**src/rtl/uart_tx_fifo_if.sv**
```systemverilog
`default_nettype none
// ============================================================================
// Module   : uart_tx_fifo_if
// Purpose  : Bus-side write port and transmitter handshake of uart_tx_fifo.
// Revision : 1.0  initial release
// ============================================================================
interface uart_tx_fifo_if #(
   parameter int DEPTH = 16
);
   localparam int CW = $clog2(DEPTH) + 1;

   logic          i_Wr_En;
   logic [7:0]    i_Wr_Byte;
   logic          i_Tx_Enable;
   logic          i_Clr_Ovf;
   logic          o_Full;
   logic          o_Empty;
   logic [CW-1:0] o_Count;
   logic          o_Overflow;
   logic          o_Busy;
   logic          o_Tx_DV;
   logic [7:0]    o_Tx_Byte;
   logic          i_Tx_Active;
   logic          i_Tx_Done;

   // master drives the bus/transmitter side, slave is the FIFO itself
   modport master (
      output i_Wr_En, i_Wr_Byte, i_Tx_Enable, i_Clr_Ovf, i_Tx_Active, i_Tx_Done,
      input  o_Full, o_Empty, o_Count, o_Overflow, o_Busy, o_Tx_DV, o_Tx_Byte
   );

   modport slave (
      input  i_Wr_En, i_Wr_Byte, i_Tx_Enable, i_Clr_Ovf, i_Tx_Active, i_Tx_Done,
      output o_Full, o_Empty, o_Count, o_Overflow, o_Busy, o_Tx_DV, o_Tx_Byte
   );
endinterface
`default_nettype wire

```
**src/rtl/uart_tx_fifo.sv**
```systemverilog
`default_nettype none
// ============================================================================
// Module   : uart_tx_fifo
// Purpose  : DEPTH-entry byte FIFO feeding a UART transmitter one byte at a time.
// Revision : 1.0  initial release
// ============================================================================
module uart_tx_fifo #(
   parameter int DEPTH = 16
) (
   input wire            i_Clock,
   input wire            rst,
   uart_tx_fifo_if.slave bus
);
   localparam int AW = $clog2(DEPTH);
   localparam int CW = AW + 1;

   localparam logic [CW-1:0] c_FULL_COUNT = CW'(DEPTH);
   localparam logic [CW-1:0] c_CNT_ONE    = CW'(1);
   localparam logic [AW-1:0] c_PTR_ONE    = AW'(1);

   typedef enum logic [1:0] {
      L_IDLE      = 2'd0,
      L_LAUNCH    = 2'd1,
      L_WAIT_DONE = 2'd2,
      L_WAIT_IDLE = 2'd3
   } launch_state_t;

   logic [7:0]    r_mem [DEPTH];
   logic [AW-1:0] r_wptr;
   logic [AW-1:0] r_rptr;
   logic [CW-1:0] r_count;
   logic          r_overflow;
   logic          r_tx_dv;
   logic [7:0]    r_tx_byte;
   launch_state_t r_state;

   logic w_full;
   logic w_empty;
   logic w_pop;
   logic w_wr_accept;
   logic w_wr_drop;

   assign w_full      = (r_count == c_FULL_COUNT);
   assign w_empty     = (r_count == '0);
   assign w_pop       = (r_state == L_IDLE) && bus.i_Tx_Enable && !w_empty;
   // a pop frees a slot in the same cycle, so a full FIFO can still take a write
   assign w_wr_accept = bus.i_Wr_En && (!w_full || w_pop);
   assign w_wr_drop   = bus.i_Wr_En && !w_wr_accept;

   always_ff @(posedge i_Clock) begin
      if (w_wr_accept) begin
         r_mem[r_wptr] <= bus.i_Wr_Byte;
      end
   end

   always_ff @(posedge i_Clock) begin
      if (rst) begin
         r_wptr  <= '0;
         r_rptr  <= '0;
         r_count <= '0;
      end else begin
         if (w_wr_accept) begin
            r_wptr <= r_wptr + c_PTR_ONE;
         end
         if (w_pop) begin
            r_rptr <= r_rptr + c_PTR_ONE;
         end
         if (w_wr_accept && !w_pop) begin
            r_count <= r_count + c_CNT_ONE;
         end else if (w_pop && !w_wr_accept) begin
            r_count <= r_count - c_CNT_ONE;
         end
      end
   end

   always_ff @(posedge i_Clock) begin
      if (rst) begin
         r_overflow <= 1'b0;
      end else if (w_wr_drop) begin
         r_overflow <= 1'b1;
      end else if (bus.i_Clr_Ovf) begin
         r_overflow <= 1'b0;
      end
   end

   // done is held for two cycles by the transmitter, so wait for its release
   always_ff @(posedge i_Clock) begin
      if (rst) begin
         r_state   <= L_IDLE;
         r_tx_dv   <= 1'b0;
         r_tx_byte <= 8'h00;
      end else begin
         case (r_state)
            L_IDLE: begin
               if (w_pop) begin
                  r_tx_byte <= r_mem[r_rptr];
                  r_tx_dv   <= 1'b1;
                  r_state   <= L_LAUNCH;
               end
            end
            L_LAUNCH: begin
               r_tx_dv <= 1'b0;
               r_state <= L_WAIT_DONE;
            end
            L_WAIT_DONE: begin
               if (bus.i_Tx_Done) begin
                  r_state <= L_WAIT_IDLE;
               end
            end
            L_WAIT_IDLE: begin
               if (!bus.i_Tx_Done) begin
                  r_state <= L_IDLE;
               end
            end
            default: begin
               r_tx_dv <= 1'b0;
               r_state <= L_IDLE;
            end
         endcase
      end
   end

   assign bus.o_Full     = w_full;
   assign bus.o_Empty    = w_empty;
   assign bus.o_Count    = r_count;
   assign bus.o_Overflow = r_overflow;
   assign bus.o_Busy     = !w_empty || (r_state != L_IDLE) || bus.i_Tx_Active;
   assign bus.o_Tx_DV    = r_tx_dv;
   assign bus.o_Tx_Byte  = r_tx_byte;

endmodule
`default_nettype wire

```
**src/flat_wrapper.sv**
```systemverilog
// flat-port wrapper written by rule: the top's interface ports become plain ports
module uart_tx_fifo_flat 
#(
   parameter int DEPTH = 16
)
  (i_Clock, rst, bus_i_Wr_En, bus_i_Wr_Byte, bus_i_Tx_Enable, bus_i_Clr_Ovf, bus_i_Tx_Active, bus_i_Tx_Done, bus_o_Full, bus_o_Empty, bus_o_Count, bus_o_Overflow, bus_o_Busy, bus_o_Tx_DV, bus_o_Tx_Byte);
  uart_tx_fifo_if #(.DEPTH(DEPTH)) bus_i ();
  input wire i_Clock;
  input wire rst;
  input wire logic [$bits(bus_i.i_Wr_En)-1:0] bus_i_Wr_En;
  input wire logic [$bits(bus_i.i_Wr_Byte)-1:0] bus_i_Wr_Byte;
  input wire logic [$bits(bus_i.i_Tx_Enable)-1:0] bus_i_Tx_Enable;
  input wire logic [$bits(bus_i.i_Clr_Ovf)-1:0] bus_i_Clr_Ovf;
  input wire logic [$bits(bus_i.i_Tx_Active)-1:0] bus_i_Tx_Active;
  input wire logic [$bits(bus_i.i_Tx_Done)-1:0] bus_i_Tx_Done;
  output wire logic [$bits(bus_i.o_Full)-1:0] bus_o_Full;
  output wire logic [$bits(bus_i.o_Empty)-1:0] bus_o_Empty;
  output wire logic [$bits(bus_i.o_Count)-1:0] bus_o_Count;
  output wire logic [$bits(bus_i.o_Overflow)-1:0] bus_o_Overflow;
  output wire logic [$bits(bus_i.o_Busy)-1:0] bus_o_Busy;
  output wire logic [$bits(bus_i.o_Tx_DV)-1:0] bus_o_Tx_DV;
  output wire logic [$bits(bus_i.o_Tx_Byte)-1:0] bus_o_Tx_Byte;
  assign bus_i.i_Wr_En = bus_i_Wr_En;
  assign bus_i.i_Wr_Byte = bus_i_Wr_Byte;
  assign bus_i.i_Tx_Enable = bus_i_Tx_Enable;
  assign bus_i.i_Clr_Ovf = bus_i_Clr_Ovf;
  assign bus_i.i_Tx_Active = bus_i_Tx_Active;
  assign bus_i.i_Tx_Done = bus_i_Tx_Done;
  assign bus_o_Full = bus_i.o_Full;
  assign bus_o_Empty = bus_i.o_Empty;
  assign bus_o_Count = bus_i.o_Count;
  assign bus_o_Overflow = bus_i.o_Overflow;
  assign bus_o_Busy = bus_i.o_Busy;
  assign bus_o_Tx_DV = bus_i.o_Tx_DV;
  assign bus_o_Tx_Byte = bus_i.o_Tx_Byte;
  uart_tx_fifo #(.DEPTH(DEPTH)) u_core (.i_Clock(i_Clock), .rst(rst), .bus(bus_i));
endmodule
```
**config.mk**
```make
export PLATFORM = sky130hd
export DESIGN_NAME = uart_tx_fifo_flat
export DESIGN_NICKNAME = d
export VERILOG_FILES = /design/src/rtl/uart_tx_fifo_if.sv /design/src/rtl/uart_tx_fifo.sv /design/src/flat_wrapper.sv
export SDC_FILE = /design/constraint.sdc
export NUM_CORES = 1
export LEC_CHECK = 0
export CORE_ASPECT_RATIO = 2
export CORE_MARGIN = 2
export CORE_UTILIZATION = 64
export CTS_CLUSTER_DIAMETER = 80
export CTS_CLUSTER_SIZE = 8
export DETAILED_ROUTE_END_ITERATION = 12
export PLACE_DENSITY = 0.83
export SETUP_SLACK_MARGIN = 0.5
export SYNTH_ARGS = -nofsm -noshare
export SYNTH_HDL_FRONTEND = slang
export SYNTH_SLANG_ARGS = --single-unit
```
**constraint.sdc**
```tcl
create_clock -name i_Clock -period 4.79 [get_ports i_Clock]
set_input_delay 0.958 -clock i_Clock [delete_from_list [all_inputs] [get_ports i_Clock]]
set_output_delay 0.958 -clock i_Clock [all_outputs]
set_load 0.01 [all_outputs]
```
==> results of run 1 <==
## sequential cells by signal, indices dropped and copies added (netlist names)
register and cells:
u_core.bus.o_Count 5, u_core.bus.o_Overflow 1, u_core.bus.o_Tx_Byte 8, u_core.bus.o_Tx_DV 1
u_core.r_mem 128, u_core.r_rptr 4, u_core.r_state 2, u_core.r_wptr 4
## cell usage after synthesis, drive strengths merged
cell type	count
clkbuf	11
a221oi	1
a21o	2
nand2	5
ha	14
a31oi	1
a21boi	1
inv	8
nand3b	3
a21oi	5
mux2i	38
nor3	12
nor2	38
dfxtp	25
o21ai	2
fa	1
and2	1
or3b	1
o22ai	16
o211ai	1
or4	2
xor2	4
nand3	4
nor4	1
buf	10
a211oi	9
o31ai	1
mux2	1
o311ai	1
nand2b	7
o21bai	1
xnor2	5
a311oi	1
a22oi	8
edfxtp	128
nor2b	3
or3	1
mux4	16
## critical path: cells and delay by family
family / cells / cell delay, ps
muxes: 2 / 590
and+or+nand+nor: 1 / 160
buffers and inverters: 2 / 600
AOI/OAI and AO/OA: 3 / 810
adders and majority gates: 2 / 660
## worst min path at each step
stage | to | slack (ps) | depth (start not counted)
6_report | u_core.bus.o_Tx_DV | 490 | 2
3_5_place_dp | u_core.bus.o_Tx_DV | 470 | 2
4_1_cts | u_core.bus.o_Tx_DV | 490 | 2
5_1_grt | u_core.bus.o_Overflow | 520 | 2
2_1_floorplan | u_core.r_state[1] | 480 | 2
3_3_place_gp | u_core.bus.o_Overflow | 460 | 2
## power groups by stage
stage / registers, mW / clock network, mW / logic [mW]
after CTS: 1.64 / 1.26 / 0.791
after global routing: 1.65 / 1.31 / 0.853
final: 1.64 / 1.25 / 0.790
after floorplan: 1.64 / 0 / 0.515
after global placement: 1.66 / 0 / 0.762
after detailed placement: 1.67 / 0 / 0.781
## through the flow
stage,setup slack [ps],util (%)
2_1_floorplan,1710,-
3_3_place_gp,1060,69.2
3_5_place_dp,933,69.2
4_1_cts,1350,75.1
5_1_grt,1170,75.1
6_report,1330,75.1
## final cells by class
type / count / share of cell area, %
Sequential cell: 153 / 60.1
Timing Repair Buffer: 37 / 4.95
Tap cell: 132 / 2.28
Multi-Input combinational cell: 207 / 24.5
Inverter: 8 / 0.415
Clock inverter: 12 / 1.63
Clock buffer: 20 / 6.18
## metal layers
metal | up-vias | track usage [%]
met3 | 34 | 6.24
met4 | 0 | 13.4
li1 | 1572 | -
met5 | - | 0
met2 | 166 | 45.7
met1 | 1713 | 29.2
## cells by family (layout without fill, tap and decap cells)
kind of cell	Yosys count	after routing	synth area share, %
xor gates and xnor gates	9	9	1.26
DFF	153	153	69.7
adders and majority gates	15	15	3.13
muxes	55	55	12.1
buffers and inverters	29	77	1.91
AOI/OAI and AO/OA	50	50	5.84
and+or+nand+nor	78	78	6.08
==> results by group, run 1 <==
Detailed routing
  – Wl on met1: roughly 4.5 mm
  – TritonRoute pass-1 iters: 5
  – Drt drc: 0
  – First DRT Iteration DRCs: between 300 and 400
  – Vias post-DR: 3,485
  – Via density: 6.12
  – Final WL: 12.7 mm
  – Met3 wire length: 706 um
  – DR WL/cell: 22.4 um
  – Met2 wire len: 6.97 mm
  – Highest metal used: met4
  – Antenna-violating nets left: 0

Outcome
  – Status: finished clean

Synth
  – Share of the synthesized area in the top cell type: 61.7%
  – Synth cell types: 41
  – Seq cells post-synth: 153
  – Mapped Area: 6230 um2
  – Synth area leader: edfxtp_1
  – Net Count, Synth: 419
  – Synth area leaders: edfxtp_1 62%, dfxtp_1 8.0%, mux2i_1 6.1%
  – Post-synthesis sequential area ratio: 69.7%
  – Synthesized instance count: 389
  – Syn Area/Cell: 16.0 um2
  – Yosys warns: 0

Finish
  – # fillers: 570
  – Most frequent cells in the layout: 128 x edfxtp_1, 38 x nor2_1, 38 x mux2i_1, 32 x clkdlybuf4s50_1, 24 x dfxtp_1
  – Area grow syn2layout: 16.0%
  – Area of the multi-input gates: between 1500 and 2000 um2
  – Post-Layout Cell Count: 569
  – Fin area: 7230 um2
  – Share of cells above drive strength 1: 13.0%
  – Most common cell after layout, fill and taps aside: edfxtp_1
  – Fin nets: 454
  – Antenna cells: 0
  – Register area: about 4300 um2

Power and ir drop
  – Design Power: 3.68 mW
  – Clock network fraction of design power: 34.0%
  – Internal: 2.66 mW
  – Switching Power: around 1.0 mW
  – Sequential share of power: between 40 and 50%
  – Switching share of power: 27.8%
  – Maximum VDD drop: approximately 360 uV
  – Comb power frac: between 20% and 30%
  – Leakage: 2.30 nW
  – Power Dens Cells: 509 nW/um2

Setup path
  – Arr. time, crit path: 3770 ps
  – CP Cell Sequence: clkdlybuf4s50_1 > nand2_1 > a31oi_2 > ha_1 > inv_1 > fa_1 > a21o_1 > a21oi_1 > mux2i_1 > mux2_2
  – FF-to-FF Start: u_core.bus.o_Count[0]
  – Worst Setup EP: u_core.bus.o_Count[4]
  – Req. time, crit path: 5100 ps
  – CP endpoint kind: flip-flop
  – Reg-to-Reg End: u_core.bus.o_Count[4]
  – Worst Setup SP: bus_i_Tx_Enable
  – Slowest stage delay, CP: 490 ps
  – Element type at the critical path start: primary input
  – CP max-delay cell: clkdlybuf4s50_1
  – Reg2Reg Depth: 11
  – Crit-path max FO: 6
  – Reg2Reg Setup Slack: 1540 ps
  – Critical path class: in -> reg

GRT
  – Initial antenna violation count: 0
  – GRT overflow: 0
  – Vias in the first global route: 3,545
  – Pin count of the biggest net entering global routing: 31
  – First-pass GRT wire length: just under 20 mm
  – Gr usage total: a little over a quarter

STA
  – Clk_skew: 7.54 ps
  – Final setup vio count: 0
  – Hold Violations, Final: 0
  – RSZ-0062 raised after global routing: no
  – Final TNS setup: 0 ps
  – Final Cycle Share: 72.1%
  – Slew HR: 23.9%
  – Worst Tran Pin Value: approximately 1100 ps
  – Final hold slack: 486 ps
  – Fmax: between 200 and 300 MHz
  – Slew Limit Fails: 0
  – Fin crit period: 3460 ps

Floorplanning
  – Die outline width: 73.8 um
  – Die Ht: 144 um
  – Full die area: between 10,000 and 15,000 um2
  – I/O pins: 33
  – Rows: 51
  – Initial Util: 64.7%
  – Core area: 9640 um2

Clock network
  – H-tree Lvls: 4
  – CTS tree: built
  – Clk buf depth: 2
  – Post-CTS Setup Bufs: 0
  – Hold Buf Count CTS: 0
  – Clock Sinks: 153
  – # resized after CTS: 0
  – Root Buffer: clkbuf_16
  – Clock Latency Late Sink: 420 ps
  – TritonCTS Buffers: 17
  – Clock transition at path regs: around 60 ps

Placed design
  – Final GP Congestion: 0.881
  – Detailed Place HPWL: 8.60 mm
  – PortBufs: 32
  – Area after DPL: 6670 um2
  – Post-Place Cells: 537

Hold path
  – Hold WC Path Type: reg -> reg
  – Hold Startpoint: u_core.bus.o_Tx_DV

Job
  – Maxcap violations: 0
No activity file was read; power rests on OpenSTA's default activity.
==> inputs of run 2 (changes only) <==
CORE_UTILIZATION = 54   (was 64)
PLACE_DENSITY = 0.75   (was 0.83)
clock period = 2.95 ns   (was 4.79 ns; I/O delays follow)
==> run 2 against run 1 <==
Net effect: sequential power grew 60%; cell count up 6.9%; register-to-register slack lost 1000 ps; die area grew 18%.
==> results by group, run 2 (synthesis gave the netlist of run 1 again) <==
STA
  – Slew HR: 52.7%
  – Final setup vio count: 0
  – Final Cycle Share: 82.6%
  – Final TNS setup: 0 ps
  – Slew Limit Fails: 0
  – Fmax: slightly above 400 MHz
  – Clk_skew: 7.67 ps
  – Worst Tran Pin Value: 707 ps
  – RSZ-0062 raised after global routing: yes
  – Hold Violations, Final: 0
  – Fin crit period: 2440 ps
  – Post-route worst setup slack: 515 ps

Power and ir drop
  – Clock network fraction of design power: 35.3%
  – Power Dens Cells: 828 nW/um2
  – Leakage: 2.50 nW
  – Internal: 4.65 mW
  – Sequential share of power: 41.7%
  – Switching share of power: 26.1%
  – Design Power: 6.30 mW
  – Comb power frac: 22.9%
  – Maximum VDD drop: around 660 uV
  – Switching Power: 1.65 mW

Detailed routing
  – Met3 wire length: between 400 and 500 um
  – First DRT Iteration DRCs: 207
  – TritonRoute pass-1 iters: 4
  – Vias post-DR: 3,427
  – Highest metal used: met4
  – Drt drc: 0
  – Antenna-violating nets left: 0
  – Final WL: 12.1 mm
  – DR WL/cell: 19.9 um
  – Via density: 5.64
  – Met2 wire len: 7.12 mm
  – Wl on met1: 4.14 mm

Finish
  – Area grow syn2layout: 22.0%
  – Share of cells above drive strength 1: 21.7%
  – Fin nets: between 400 and 500
  – Largest Register: u_core.r_mem
  – Fin area: 7610 um2
  – Most common cell after layout, fill and taps aside: edfxtp_1
  – Post-Layout Cell Count: 608
  – Most frequent cells in the layout: 128 x edfxtp_1, 38 x mux2i_1, 36 x nor2_1, 33 x buf_4, 28 x clkdlybuf4s50_1
  – Antenna cells: 0
  – Max reg flops: around 130

Setup path
  – Critical path class: in -> reg
  – Req. time, crit path: 3260 ps
  – Crit-path max FO: 4
  – Crit path max-delay family: buffers and inverters
  – Element type at the critical path start: primary input
  – CP endpoint kind: flip-flop
  – CP Cell Sequence: clkdlybuf4s50_1 > inv_1 > a31oi_4 > ha_4 > inv_4 > fa_2 > a21o_1 > a21oi_2 > mux2i_1 > mux2_2
  – CP max-delay cell: clkdlybuf4s50_1
  – Slowest stage delay, CP: around 480 ps
  – Worst Path Buf+Inv: 3
  – Arr. time, crit path: 2740 ps

Clock network
  – Clk buf depth: 2
  – CTS tree: built
  – Clock Sinks: 153
  – Clock Latency Late Sink: about 420 ps
  – H-tree Lvls: 4
  – TritonCTS Buffers: 17
  – Clock transition at path regs: roughly 60 ps
  – Root Buffer: clkbuf_16

Floorplanning
  – I/O pins: 33
  – Initial Util: 55.2%
  – Die outline width: 80.0 um
  – Core area: approximately 11,000 um2
  – Die Ht: 156 um
  – Full die area: approximately 12,000 um2
  – Rows: 55

GRT
  – First-pass GRT wire length: 19.2 mm
  – Initial antenna violation count: 0
  – GRT overflow: 0
  – Gr usage total: 21.8%
  – Pin count of the biggest net entering global routing: 39
  – Vias in the first global route: 3,549

Placed design
  – Final GP Congestion: around 0.85
  – Area after DPL: 6960 um2
  – Place WS: -0.0591 ps
  – Post-Place Cells: 573
  – Detailed Place HPWL: between 8 and 9 mm
  – PortBufs: 32

Job
  – Maxcap violations: 0

Outcome
  – Status: finished clean

Hold path
  – Hold WC Path Type: reg -> reg
==> run 2: final cells by class <==
| type | count | area, um2 |
|---|---|---|
| flip-flops and latches | 153 | 4360 |
| fillers | 787 | 3680 |
| multi-input cells | 207 | 1830 |
| repair buffers | 66 | 592 |
| clock buffers | 21 | 440 |
| well taps | 142 | 178 |
| clock inverters | 11 | 173 |
| inverters | 8 | 32.5 |
==> run 2: stage by stage <==
stage	hold WS (ps)	utilization (%)
2_1_floorplan	492	-
3_3_place_gp	457	61.6
3_5_place_dp	464	61.6
4_1_cts	477	67.1
5_1_grt	507	67.4
6_report	477	67.4
==> run 2: final timing paths <==
check                                        endpoint  cells past startpoint             startpoint  slack (ps)
worst max-delay path            u_core.bus.o_Count[4]                     10            bus_i_Wr_En         510
worst min-delay path            u_core.bus.o_Overflow                      2  u_core.bus.o_Overflow         480
worst max register to register  u_core.bus.o_Count[4]                     10  u_core.bus.o_Count[0]         520
worst min register to register  u_core.bus.o_Overflow                      2  u_core.bus.o_Overflow         480
==> run 2: what timing repair did <==
| action | 4_1_cts | 5_1_grt |
|---|---|---|
| gates resized for setup | 4 | 7 |
| pin swaps | 0 | 3 |
| hold buffers | 0 | 0 |
| setup endpoints to repair | 4 | 5 |
| buffers inserted | 0 | 3 |
==> run 2: layer usage <==
metal  track usage, %  up-vias
met5                0        -
li1                 -     1628
met3             6.08       21
met4             10.3        0
met2             39.1       79
met1             22.9     1699
==> run 2: power groups by stage <==
stage,sequential [mW],combinational [mW],clock (mW)
2_1_floorplan,2.67,0.896,0
3_3_place_gp,2.67,1.39,0
3_5_place_dp,2.67,1.43,0
4_1_cts,2.63,1.43,2.26
5_1_grt,2.65,1.58,2.34
6_report,2.63,1.44,2.22
==> run 2: worst register-to-register path, cell delays in order, from the launching register on <==
cell and delay [ps]:
dfxtp_4 370, nor4_4 310, buf_4 180, a31oi_4 100, ha_4 190, inv_4 70, ha_1 240, a21o_1 190
a21oi_2 140, mux2i_1 200, mux2_2 340
==> inputs of run 3 (changes only) <==
clock period = 2.2 ns   (was 2.95 ns; I/O delays follow)
==> run 3 against run 2 <==
Net effect: routed wire length grew 13%; the run now ends with negative setup slack left; largest cell class unchanged; combinational power up 84%; power is 41% higher; cell area increased by 9.6%; highest routed layer unchanged; clock power is 22% higher; global-route usage rose by 2.2 points; clock skew rose by 0.82 ps; flip-flop and latch count unchanged; via count up 6.7%; sequential share of layout area is 5.0 points lower; critical path depth increased by 1; die area unchanged.
==> results by group, run 3 (synthesis gave the netlist of run 1 again) <==
Outcome
  – Status: complete, but fails checks
  – Failing checks: negative setup slack

Detailed routing
  – Vias post-DR: around 3,700
  – Antenna-violating nets left: 0
  – First DRT Iteration DRCs: ~260
  – Drt drc: 0
  – Via density: 5.62
  – TritonRoute pass-1 iters: 4
  – Final WL: 13.7 mm
  – DR WL/cell: 21.1 um

Setup path
  – Element type at the critical path start: flip-flop
  – CP endpoint kind: flip-flop
  – Crit-path max FO: 5
  – Req. time, crit path: 2510 ps
  – Arr. time, crit path: 2730 ps
  – Critical path class: reg -> reg

Finish
  – Largest Register: u_core.r_mem
  – # fillers: 707
  – Antenna cells: 0
  – Area grow syn2layout: 33.7%
  – Post-layout util: 73.9%
  – Fin nets: 525
  – Max reg flops: about 130
  – Share of cells above drive strength 1: 35.2%
  – Most common cell after layout, fill and taps aside: edfxtp_1
  – Most frequent cells in the layout: 128 x edfxtp_1, 38 x mux2i_1, 36 x buf_4, 29 x buf_6, 24 x nor2_1

GRT
  – Gr usage total: 24.0%
  – Initial antenna violation count: 0
  – Pin count of the biggest net entering global routing: 29
  – GRT overflow: 0
  – Vias in the first global route: 3,941
  – First-pass GRT wire length: ~21 mm

STA
  – Slew Limit Fails: 0
  – Final setup vio count: 37
  – Hold Violations, Final: 0
  – Final hold slack: 483 ps
  – Fin crit period: approximately 2400 ps
  – Final Cycle Share: 110%
  – Fmax: 413 MHz
  – Clk_skew: 8.49 ps
  – Worst Tran Pin Value: just over 600 ps
  – Post-route worst setup slack: -219 ps
  – Slew HR: 58.9%
  – RSZ-0062 raised after global routing: yes

Job
  – Maxcap violations: 0

Floorplanning
  – I/O pins: 33
  – Initial Util: 55.2%
  – Full die area: about 12,000 um2
  – Die Ht: 156 um
  – Rows: 55
  – Core area: 11,300 um2
  – Die outline width: 80.0 um

Power and ir drop
  – Maximum VDD drop: 871 uV
  – Power Dens Cells: 1060 nW/um2
  – Leakage: 2.81 nW

Clock network
  – Clk buf depth: 2
  – Root Buffer: clkbuf_16
  – Clock Sinks: between 150 and 200
  – H-tree Lvls: 4
  – Clock transition at path regs: 60 ps
  – Clock Latency Late Sink: roughly 420 ps
  – CTS tree: built
  – TritonCTS Buffers: 17

Placed design
  – PortBufs: 32
  – Final GP Congestion: 0.787
  – Detailed Place HPWL: 9.37 mm

Hold path
  – Hold WC Path Type: reg -> reg
-- run 3: changes by cell type in the layout (fill, tap and decap cells not counted), moves of 11 or more --
cell / previous run / this run
buf_6: 0 / 29
nor2_4: 0 / 14
clkdlybuf4s50_1: 28 / 15
nor2_1: 36 / 24
buf_12: 1 / 12
dlygate4sd2_1: 1 / 12
-- run 3: critical path, cell delays in order (launching register included) --
cell and delay, ps:
dfxtp_1 320, inv_2 90, ha_4 160, nand2_4 70
a31oi_4 230, ha_4 190, inv_6 50, fa_2 340
a21o_1 190, a21oi_2 130, mux2i_1 200, mux2_2 340
-- run 3: path summary, 6_finish.rpt --
path	startpoint	end	slack, ps	cells past startpoint
max	u_core.r_state[1]	u_core.bus.o_Count[4]	-220	11
min reg2reg	u_core.bus.o_Overflow	u_core.bus.o_Overflow	480	2
min	u_core.bus.o_Overflow	u_core.bus.o_Overflow	480	2
max reg2reg	u_core.r_state[1]	u_core.bus.o_Count[4]	-220	11
-- run 3: per-stage QoR --
stage / worst slack, ps / power, mW / area (um2) / std cells / TNS, ps
2_1_floorplan: -279 / 4.82 / 6440 / 389 / -279
3_3_place_gp: -596 / 5.72 / 7410 / 601 / -5640
3_5_place_dp: -630 / 5.79 / 7410 / 601 / -7550
4_1_cts: -194 / 8.72 / 8220 / 643 / -1930
5_1_grt: -340 / 9.20 / 8340 / 650 / -3650
6_report: -219 / 8.86 / 8340 / 650 / -2030
-- run 3: power breakdown --
| group | internal [mW] | switching, mW | total [mW] | leakage [nW] |
|---|---|---|---|---|
| sequential | 3.35 | 0.144 | 3.50 | 1.36 |
| clock | 1.57 | 1.14 | 2.71 | 0.258 |
| combinational | 1.41 | 1.24 | 2.65 | 1.19 |
-- run 3: repair_timing --
item                                    CTS  global route
buffers inserted                         10             7
hold buffers                              0             0
resized for setup                        71            18
pin swaps                                16            17
endpoints found under the setup margin  159           148
hold endpoints to repair                  0             0
-- run 3: layer usage --
metal / vias to the layer above / track usage, % / wire length [um]
li1: 1719 / - / -
met1: 1816 / 23.4 / 4490
met2: 95 / 46.3 / 8430
met3: 26 / 5.90 / 477
met4: 0 / 9.12 / 335
met5: - / 0 / 0
-- run 3: cell type report --
cell class | count | area [um2] | share of cell area (%)
Clock buffer | 20 | 437 | 5.24
Clock inverter | 12 | 118 | 1.41
Inverter | 8 | 35.0 | 0.420
Multi-Input combinational cell | 207 | 2090 | 25.0
Sequential cell | 153 | 4350 | 52.2
Tap cell | 142 | 178 | 2.13
Timing Repair Buffer | 108 | 1130 | 13.5
